### src/rtl/stack_ctrl.sv
// stack_ctrl: LIFO stack controller in front of a single-port synchronous memory.
//
// Optional feature macro: STACK_CTRL_ERR_EN
//   defined   -> o_err pulses with o_done when an illegal request completes
//   undefined -> o_err tied low; illegal requests still complete silently
//
// Ports
//   i_clock       clock, all state changes on the rising edge
//   i_reset_n     asynchronous active-low reset
//   i_req_valid   request presented
//   i_req_op      00 push, 01 pop, 10 peek, 11 clear
//   i_req_data    push operand
//   o_req_ready   high only while idle
//   o_done        one-cycle completion pulse
//   o_rdata       pop/peek result, held until the next pop/peek completes
//   o_mem_addr    memory address
//   o_mem_wdata   memory write data
//   o_mem_w       memory write enable
//   o_mem_s       memory read select (read data returns one cycle later)
//   i_mem_rdata   memory read data
//   o_count       occupancy, also the next free slot
//   o_full        o_count == 2^ADDR_W
//   o_empty       o_count == 0
//   o_err         illegal-operation pulse, coincident with o_done
module stack_ctrl #(
  parameter int unsigned ADDR_W = 16,
  parameter int unsigned DATA_W = 16
) (
  input  logic              i_clock,
  input  logic              i_reset_n,
  input  logic              i_req_valid,
  input  logic [1:0]        i_req_op,
  input  logic [DATA_W-1:0] i_req_data,
  output logic              o_req_ready,
  output logic              o_done,
  output logic [DATA_W-1:0] o_rdata,
  output logic [ADDR_W-1:0] o_mem_addr,
  output logic [DATA_W-1:0] o_mem_wdata,
  output logic              o_mem_w,
  output logic              o_mem_s,
  input  logic [DATA_W-1:0] i_mem_rdata,
  output logic [ADDR_W:0]   o_count,
  output logic              o_full,
  output logic              o_empty,
  output logic              o_err
);

  localparam logic [ADDR_W:0] Depth  = {1'b1, {ADDR_W{1'b0}}};
  localparam logic [ADDR_W:0] CntOne = {{ADDR_W{1'b0}}, 1'b1};

  localparam logic [1:0] OpPush  = 2'b00;
  localparam logic [1:0] OpPop   = 2'b01;
  localparam logic [1:0] OpPeek  = 2'b10;
  localparam logic [1:0] OpClear = 2'b11;

  typedef enum logic [2:0] {
    StIdle,
    StPush,
    StPopDec,
    StPopRd,
    StPopCap,
    StDoneErr
  } state_e;

  state_e            state_q, state_d;
  logic [ADDR_W:0]   count_q, count_d;
  logic [1:0]        op_q, op_d;
  logic [DATA_W-1:0] data_q, data_d;
  logic [DATA_W-1:0] rdata_q, rdata_d;
  logic [ADDR_W:0]   count_m1;

  assign count_m1    = count_q - CntOne;
  assign o_count     = count_q;
  assign o_full      = (count_q == Depth);
  assign o_empty     = (count_q == '0);
  assign o_rdata     = rdata_q;
  assign o_req_ready = (state_q == StIdle);

  // Clear also completes through StDoneErr; op_q tells it apart from a real error.
`ifdef STACK_CTRL_ERR_EN
  assign o_err = (state_q == StDoneErr) && (op_q != OpClear);
`else
  assign o_err = 1'b0;
`endif

  always_ff @(posedge i_clock or negedge i_reset_n) begin
    if (!i_reset_n) begin
      state_q <= StIdle;
      count_q <= '0;
      op_q    <= OpPush;
      data_q  <= '0;
      rdata_q <= '0;
    end else begin
      state_q <= state_d;
      count_q <= count_d;
      op_q    <= op_d;
      data_q  <= data_d;
      rdata_q <= rdata_d;
    end
  end

  always_comb begin
    state_d     = state_q;
    count_d     = count_q;
    op_d        = op_q;
    data_d      = data_q;
    rdata_d     = rdata_q;
    o_done      = 1'b0;
    o_mem_w     = 1'b0;
    o_mem_s     = 1'b0;
    o_mem_addr  = '0;
    o_mem_wdata = '0;

    unique case (state_q)
      StIdle: begin
        if (i_req_valid) begin
          op_d   = i_req_op;
          data_d = i_req_data;
          case (i_req_op)
            OpPush:        state_d = o_full ? StDoneErr : StPush;
            OpPop, OpPeek: state_d = o_empty ? StDoneErr : StPopDec;
            default: begin
              // Clear takes effect at acceptance; completion is signalled next cycle.
              count_d = '0;
              state_d = StDoneErr;
            end
          endcase
        end
      end

      StPush: begin
        o_mem_w     = 1'b1;
        o_mem_addr  = count_q[ADDR_W-1:0];
        o_mem_wdata = data_q;
        o_done      = 1'b1;
        count_d     = count_q + CntOne;
        state_d     = StIdle;
      end

      StPopDec: begin
        if (op_q == OpPop) begin
          count_d = count_m1;
        end
        state_d = StPopRd;
      end

      StPopRd: begin
        // Pop already decremented, so count is the top; peek must look one below.
        o_mem_s    = 1'b1;
        o_mem_addr = (op_q == OpPop) ? count_q[ADDR_W-1:0] : count_m1[ADDR_W-1:0];
        state_d    = StPopCap;
      end

      StPopCap: begin
        o_done  = 1'b1;
        rdata_d = i_mem_rdata;
        state_d = StIdle;
      end

      StDoneErr: begin
        o_done  = 1'b1;
        state_d = StIdle;
      end

      default: state_d = StIdle;
    endcase
  end

endmodule

### config.mk
export PLATFORM = sky130hd
export DESIGN_NAME = stack_ctrl
export DESIGN_NICKNAME = d
export VERILOG_FILES = /design/src/rtl/stack_ctrl.sv
export SDC_FILE = /design/constraint.sdc
export NUM_CORES = 1
export LEC_CHECK = 0
export CAP_MARGIN = 20
export CORE_ASPECT_RATIO = 0.9
export CORE_MARGIN = 2
export CORE_UTILIZATION = 45
export CTS_CLUSTER_SIZE = 30
export DETAILED_ROUTE_END_ITERATION = 10
export PLACE_DENSITY = 0.91
export RECOVER_POWER = 25
export SLEW_MARGIN = 40
export SYNTH_ARGS = -nofsm -noshare
export SYNTH_HDL_FRONTEND = slang
export SYNTH_SLANG_ARGS = --single-unit
### constraint.sdc
create_clock -name i_clock -period 3 [get_ports i_clock]
set_clock_uncertainty 0.15 [all_clocks]
set_input_delay 0.45 -clock i_clock [delete_from_list [all_inputs] [get_ports i_clock]]
set_output_delay 0.45 -clock i_clock [all_outputs]
set_load 0.005 [all_outputs]
* Word level (Yosys, flattened, before mapping)
Index checks and enable logic that the tools add are counted.
Operators by class: equality and inequality tests 12, reductions and logical operators 9, add/sub/neg operators 2, mux-type cells 15
Operators with widths (number):
- 2-to-1 mux 17 bit | 3
- case mux 17 bit (3 select lines) | 1
- 2-to-1 mux 16 bit | 2
- case mux 16 bit (2 select lines) | 1
- adder 17 x 1 -> 17 bit, second input constant | 1
- equality test 17 bit, second input constant | 1
- zero test 17 bit | 1
- subtractor 17 x 1 -> 17 bit, second input constant | 1
- 2-to-1 mux 3 bit | 3
- case mux 3 bit (3 select lines) | 1
- equality test 3 x 2 -> 1 bit, second input constant | 2
- equality test 3 bit, second input constant | 2
- inequality test 2 bit, second input constant | 3
- case mux 3 bit (2 select lines) | 1
- OR reduction 3 bit | 2
- equality test 2 x 1 -> 1 bit, second input constant | 2
- AND reduction 4 bit | 1
- equality test 3 x 1 -> 1 bit, second input constant | 1
- zero test 3 bit | 1
- 2-to-1 mux 1 bit | 3
- nonzero test 3 bit | 1
- equality test 2 bit, second input constant | 1
- zero test 2 bit | 1
- AND reduction 2 bit | 1
- OR reduction 2 bit | 1
Word-level totals: word-level logic and storage cells 43, input bits 37, output and inout port bits 72, bits in registers 54

* Logic depth before layout (Yosys ltp)
Gate-level depths: netlist of run 1.
depth in word-level cells 5, depth in mapped cells 7, depth with buffers taken out 7

* Worst setup path after synthesis of run 1
OpenSTA, ideal clock, no wires.
path type flip-flop to output port, start reg count_q[0], in the netlist o_count[0], end out o_mem_addr[12], arrival time 1.956 ns, path buffers 0, setup slack 0.444 ns, data required time 2.400 ns, cell stages (with the launch flop) 8, cells stage by stage dfrtp_1 inv_1 ha_1 or4b_4 nor3_4 nand3_1 xor2_1 nor2_1
On the way: word-level cells in the longest chain between the ends 3
RTL lines:
- start: declaration | RTL line 66 | logic [ADDR_W:0] count_q, count_d;
- start signal: assignment | RTL line 95 | count_q <= count_d;
- subtractor 17 x 1 -> 17 bit | RTL line 72 | assign count_m1 = count_q - CntOne;
- 2-to-1 mux 16 bit | RTL line 150 | o_mem_addr = (op_q == OpPop) ? count_q[ADDR_W-1:0] : count_m1[ADDR_W-1:0];
- case mux 16 bit (2 select lines) | RTL line 114 | unique case (state_q)
- end: declaration | RTL line 37 | output logic [ADDR_W-1:0] o_mem_addr,
Every way passes these cells.

* Worst setup path after layout of run 1
start reg count_q[1], in the netlist o_count[1], end out o_mem_addr[15]
Same word-level chain as after synthesis.

==> flow_summary.toml, run 1 <==
[worst_setup_path]
cp_top_family = "simple AND/OR/NAND/NOR gates"
rrSetupSlack_ps = 450
crit_chain = "buf_4 > buf_4 > nor3_4 > nand3_2 > or4b_4 > or3_1 > a21oi_1 > buf_2"
r2r_end = "o_count[15]$_DFFE_PN0P_"
crit_top_cell = "buf_4"
cp-start-kind = "flop"
critical_path_arrival_ps = 2540
crit_type = "reg -> out"
rr_startpoint = "state_q[1]$_DFFE_PN0N_"
cpPeakStageDelay_ps = 550
crit_slowest_cell = "or4b_4"
crit_path_max_fanout = 4
cp-end-kind = "output port"
cp_num_buf_inv = 3
rr_worst_depth = 6
path_depth = 8
cp_data_required_time_ps = 2400

[power_and_ir_drop]
switchingPower_mw = 2.10
power_density_nw_per_um2 = 1080
sequentialPowerShare = 0.254
combPwrFrac = 0.660
swShare = 0.397
ir_worst_vdd_mv = 0.583
p_clk_frac = 0.085
power.internal_mw = 3.19
power.leakage_nw = 2.06

[flow_run]
max_cap_violations = 0

[yosys]
synth_nets = 386
yosys.area_share.simple = 0.218
synth_edf_count = 0
synth_top_family_by_area = "simple AND/OR/NAND/NOR gates"
ys_ff_latch = 54
netlist_instances = 345
ys_seq_area_frac = 0.412
synth_xor_area_frac = 0.0427
synth_compound_area_frac = 0.144
syn_area_sq_um = 3280
synthAdderAreaFrac = 0.0153
yosys_warnings = 0
synth.distinct_cells = 51
synthFlopType = "dfrtp_1"
syn_area_per_cell_sq_um = 9.50
muxShareOfSynthArea = 0.120
async_flop_share = 1.00

[floorplan]
fp.dieW_um = 94.0
num_io_pins = 109
core_area_sq_um = 7040
die-area_sq_um = 7980
die_h_um = 85.0
rows = 29
initial_utilization = 0.466

[layout]
fin_nets = 525
final_util = 0.699
final_area_sq_um = 4920
final_common_cell = "clkdlybuf4s50_1"
drive_gt1_frac = 0.268
areaGrowthSynthToFinish_pct = 50.2
mostFrequentLayoutCells = "clkdlybuf4s50_1 (93), dfrtp_1 (54), buf_4 (47)"
fillers = 565
num_antenna_cells = 0

[global_routing]
use_met2 = 0.389
grt_pass1_wl_um = 15400
grt_max_degree = 41
gr-usage-all-layers = 0.239
grt_use_met3 = 0.0684
globalRouteOverflowTotal = 0
antenna_found_initial = 0
top_usage_layer = "met2"
grtUsageMet1 = 0.312
grt_pass1_vias = 3200

[sta]
max_slew_margin = 0.344
holdWs_ps = 358
slew_viol_final = 0
fmax_mhz = 319
setup_viol = 5
tightest_slew_ps = 985
period_needed_ps = 3140
post-route-period-util = 1.05
grt_setup_unrepaired = "true"
final_hold_viol_count = 0
setup_slack_ps = -138

[placement]
dpl_cell_area_sq_um = 4610
portBuffers = 107
gp_congestion = 0.947
post-place-ws_ps = -17.1
place_hpwl_um = 6820

[run_status]
violations = "setup timing"
status = "finished, violations left"

[clock_tree]
cts_buffers = 5
root_buffer = "clkbuf_8"
cts_tree = "done"
cts.path.max_buffers = 2
cts_max_level = 2
clk_pin_slew_ps = 100
cts.sinks = 54
clkLatencyLatePin_ps = 310

[route]
route.detailed.drc = 0
drtIter0Drc = 325
wirelength_um = 9480
dr.pass1.iters = 5
wl_per_cell_um = 16.4
drtAntennaViolNets = 0
vias_per_cell = 5.71
vias = 3299

[min_path]
hp-start = "data_q[12]$_DFFE_PN0P_"
min_path_cells = 1
holdPathEnd = "data_q[12]$_DFFE_PN0P_"
min_path_type = "reg -> reg"
[state kept, by name (all words and copies together), names as in the netlist]
| name | flops |
|---|---|
| data_q | 16 |
| o_count | 17 |
| o_rdata | 16 |
| op_q | 2 |
| state_q | 3 |
[Yosys cell counts, drive strengths merged (2+ instances only)]
master / n / area (sq um)
a22oi: 3 / 22.5
a31oi: 5 / 31.3
nand2b: 3 / 18.8
nand2: 18 / 67.6
buf: 11 / 65.1
or3b: 3 / 26.3
or4b: 2 / 27.5
a221oi: 3 / 26.3
dfrtp: 54 / 1350
xor2: 12 / 105
clkbuf: 18 / 67.6
nand4: 9 / 56.3
xnor2: 4 / 35.0
nand3: 13 / 70.1
nor4: 3 / 48.8
or3: 3 / 18.8
nor3: 11 / 77.6
o211ai: 3 / 22.5
and3: 3 / 18.8
o31ai: 6 / 45.0
o21ai: 18 / 90.1
o22ai: 5 / 31.3
a21oi: 18 / 90.1
nor2: 34 / 128
inv: 6 / 22.5
ha: 4 / 50.1
and2: 20 / 125
a211oi: 2 / 15.0
mux2: 34 / 383
a32oi: 3 / 26.3
[metal layers]
layer | wire, um | share of wire | vias up
li1 | - | - | 1517
met3 | 1020 | 0.11 | 25
met4 | 146 | 0.015 | 0
met2 | 4560 | 0.48 | 191
met5 | 0 | 0 | -
met1 | 3760 | 0.40 | 1566
[logic make-up (layout without fill, tap and decap cells)]
kind of cell    after synthesis  count (layout)
mux                          35              35
compound gates               74              74
simple gates                126             126
other cells                   1               1
xor+xnor                     16              16
flops                        54              54
fa+ha+maj                     4               4
buf+inv                      35             175
[layout make-up]
type / count / area, sq um / area share
multi-input cells: 256 / 1870 / 0.381
repair buffers: 161 / 1450 / 0.295
flip-flops and latches: 54 / 1350 / 0.274
well taps: 93 / 116 / 0.0236
clock buffers: 7 / 96.3 / 0.0196
inverters: 6 / 26.3 / 0.00534
clock inverters: 1 / 8.76 / 0.00178
[what timing repair did]
item                       CTS  global route
setup endpoints to repair   12            32
hold buffers                 1             0
buffers inserted             8             8
hold endpoints to repair    14             0
pin swaps                    4             6
gates resized for setup     30            38
[per-stage QoR]
| stage | total power [mW] | setup TNS [ps] | std cells |
|---|---|---|---|
| 2_1_floorplan | 2.97 | 0 | 345 |
| 3_3_place_gp | 4.33 | -20.1 | 554 |
| 3_5_place_dp | 4.43 | -22.8 | 554 |
| 4_1_cts | 5.05 | -774 | 571 |
| 5_1_grt | 5.67 | -982 | 578 |
| 6_report | 5.29 | -375 | 578 |
[power by group through the flow]
stage	sequential [mW]	clock (mW)	combinational, mW
4_1_cts	1.34	0.460	3.25
2_1_floorplan	1.29	0	1.68
5_1_grt	1.39	0.496	3.78
3_3_place_gp	1.32	0	3.02
3_5_place_dp	1.35	0	3.08
6_report	1.34	0.452	3.50
[worst max-delay path by stage]
| stage | from | end | slack [ps] |
|---|---|---|---|
| 4_1_cts | o_count[1]$_DFFE_PN0P_ | o_mem_addr[14] | -190 |
| 5_1_grt | o_count[1]$_DFFE_PN0P_ | o_mem_addr[15] | -240 |
| 3_3_place_gp | o_count[7]$_DFFE_PN0P_ | o_mem_addr[15] | -20 |
| 2_1_floorplan | o_count[0]$_DFFE_PN0P_ | o_mem_addr[12] | 440 |
| 3_5_place_dp | o_count[7]$_DFFE_PN0P_ | o_mem_addr[15] | -20 |
| 6_report | o_count[1]$_DFFE_PN0P_ | o_mem_addr[15] | -140 |
Power figures use the tool's default switching activity.
==> run 2, diff against run 1 <==
--- a/config.mk
+++ b/config.mk
@@ -5,12 +5,12 @@
 export SDC_FILE = /design/constraint.sdc
 export NUM_CORES = 1
 export LEC_CHECK = 0
-export CAP_MARGIN = 20
 export CORE_ASPECT_RATIO = 0.9
-export CORE_MARGIN = 2
+export CORE_MARGIN = 10
 export CORE_UTILIZATION = 45
 export CTS_CLUSTER_SIZE = 30
 export DETAILED_ROUTE_END_ITERATION = 10
+export GPL_TIMING_DRIVEN = 1
 export PLACE_DENSITY = 0.91
 export RECOVER_POWER = 25
 export SLEW_MARGIN = 40
==> flow_summary.toml, run 2 (same netlist as run 1, synthesis figures left out) <==
[clock_tree]
cts_tree = "done"
clkLatencyLatePin_ps = 330
cts.sinks = 54
cts_max_level = 2
root_buffer = "clkbuf_8"
clk_pin_slew_ps = 120
cts.path.max_buffers = 2
cts_buffers = 5

[run_status]
violations = "setup timing"
status = "finished, violations left"

[floorplan]
fp.dieW_um = 110
die-area_sq_um = 11100
initial_utilization = 0.463
rows = 29
num_io_pins = 109
die_h_um = 101
core_area_sq_um = 7080

[sta]
fmax_mhz = 328
tightest_slew_ps = 1420
grt_setup_unrepaired = "true"
final_hold_viol_count = 0
setup_viol = 3
fin_tns_setup_ps = -128
period_needed_ps = 3050
holdWs_ps = 358
post-route-period-util = 1.02
setup_slack_ps = -48.9
slew_viol_final = 0
max_slew_margin = 0.0524

[layout]
largest_register_ffs = 17
num_antenna_cells = 0
areaGrowthSynthToFinish_pct = 49.8
fin_nets = 521
final_cell_count_no_fill = 574
final_common_cell = "clkdlybuf4s50_1"
final_area_sq_um = 4910
mostFrequentLayoutCells = "clkdlybuf4s50_1 (92), dfrtp_1 (53), buf_4 (45)"
drive_gt1_frac = 0.266

[route]
route.detailed.drc = 0
drtAntennaViolNets = 0
drtIter0Drc = 270
wirelength_um = 10900
vias_per_cell = 5.81
dr.pass1.iters = 7
wl_per_cell_um = 19.0
vias = 3334

[worst_setup_path]
cp-end-kind = "output port"
cp-start-kind = "flop"
critical_path_arrival_ps = 2450
cp_data_required_time_ps = 2400
crit_type = "reg -> out"
crit_path_max_fanout = 4
rrSetupSlack_ps = 510

[placement]
post-place-ws_ps = -57.7
portBuffers = 107
place_hpwl_um = 7820
dpl_cell_area_sq_um = 4620
placed_cells = 553
gp_congestion = 0.971

[global_routing]
grt_pass1_vias = 3371
grtUsageMet1 = 0.211
use_met2 = 0.309
top_usage_layer = "met2"
grt_pass1_wl_um = 17000
grt_use_met3 = 0.0793
globalRouteOverflowTotal = 0
grt_max_degree = 26
gr-usage-all-layers = 0.187
antenna_found_initial = 0

[min_path]
min_path_type = "reg -> reg"

[power_and_ir_drop]
power_density_nw_per_um2 = 1100
power.leakage_nw = 2.04
ir_worst_vdd_mv = 0.562

[flow_run]
max_cap_violations = 0
run 2: metrics by stage:
stage | util | total power, mW
after floorplan | - | 2.97
after global placement | 0.653 | 4.39
after detailed placement | 0.653 | 4.52
after global routing | 0.694 | 5.73
final | 0.694 | 5.38
after CTS | 0.685 | 5.22
run 2: critical path: stages, from the launching register on:
cell and delay [ps]:
dfrtp_1 450, nor4_4 380, nand3_2 120, or4b_4 550, or3_4 350, a21oi_2 130
buf_2 150
run 2: metal layers:
| metal | vias to the layer above | share of wire |
|---|---|---|
| met4 | 0 | 0.027 |
| met2 | 200 | 0.48 |
| li1 | 1506 | - |
| met1 | 1591 | 0.37 |
| met3 | 37 | 0.13 |
| met5 | - | 0 |
run 2: worst paths after layout:
check	start	end	cells after the start
worst max-delay path	o_count[8]$_DFFE_PN0P_	o_mem_addr[15]	6
worst min-delay path	data_q[14]$_DFFE_PN0P_	data_q[14]$_DFFE_PN0P_	1
worst max register to register	state_q[1]$_DFFE_PN0N_	o_count[9]$_DFFE_PN0P_	6
worst min register to register	data_q[14]$_DFFE_PN0P_	data_q[14]$_DFFE_PN0P_	1
max in group asynchronous	i_reset_n	data_q[9]$_DFFE_PN0P_	3
min in group asynchronous	i_reset_n	o_count[16]$_DFFE_PN0P_	2
run 2: layout make-up:
type                       count  area (sq um)
tap                           93           116
timing repair buffer         157          1410
clock inverter                 3          48.8
multi-input combinational    256          1880
fill                         537          2160
sequential                    54          1350
clock buffer                   5          68.8
inverter                       6          26.3
run 2: what timing repair did:
| item | CTS | global route |
|---|---|---|
| hold endpoints to repair | 23 | 0 |
| pin swaps | 4 | 6 |
| buffers inserted | 9 | 3 |
| hold buffers | 1 | 0 |
| endpoints found under the setup margin | 13 | 28 |
| gates resized for setup | 41 | 23 |
run 2: report_power, final:
group	total [mW]	switching, mW	leakage [nW]	internal (mW)
clock	0.534	0.279	0.0563	0.255
combinational	3.53	1.67	1.31	1.86
sequential	1.32	0.252	0.669	1.07
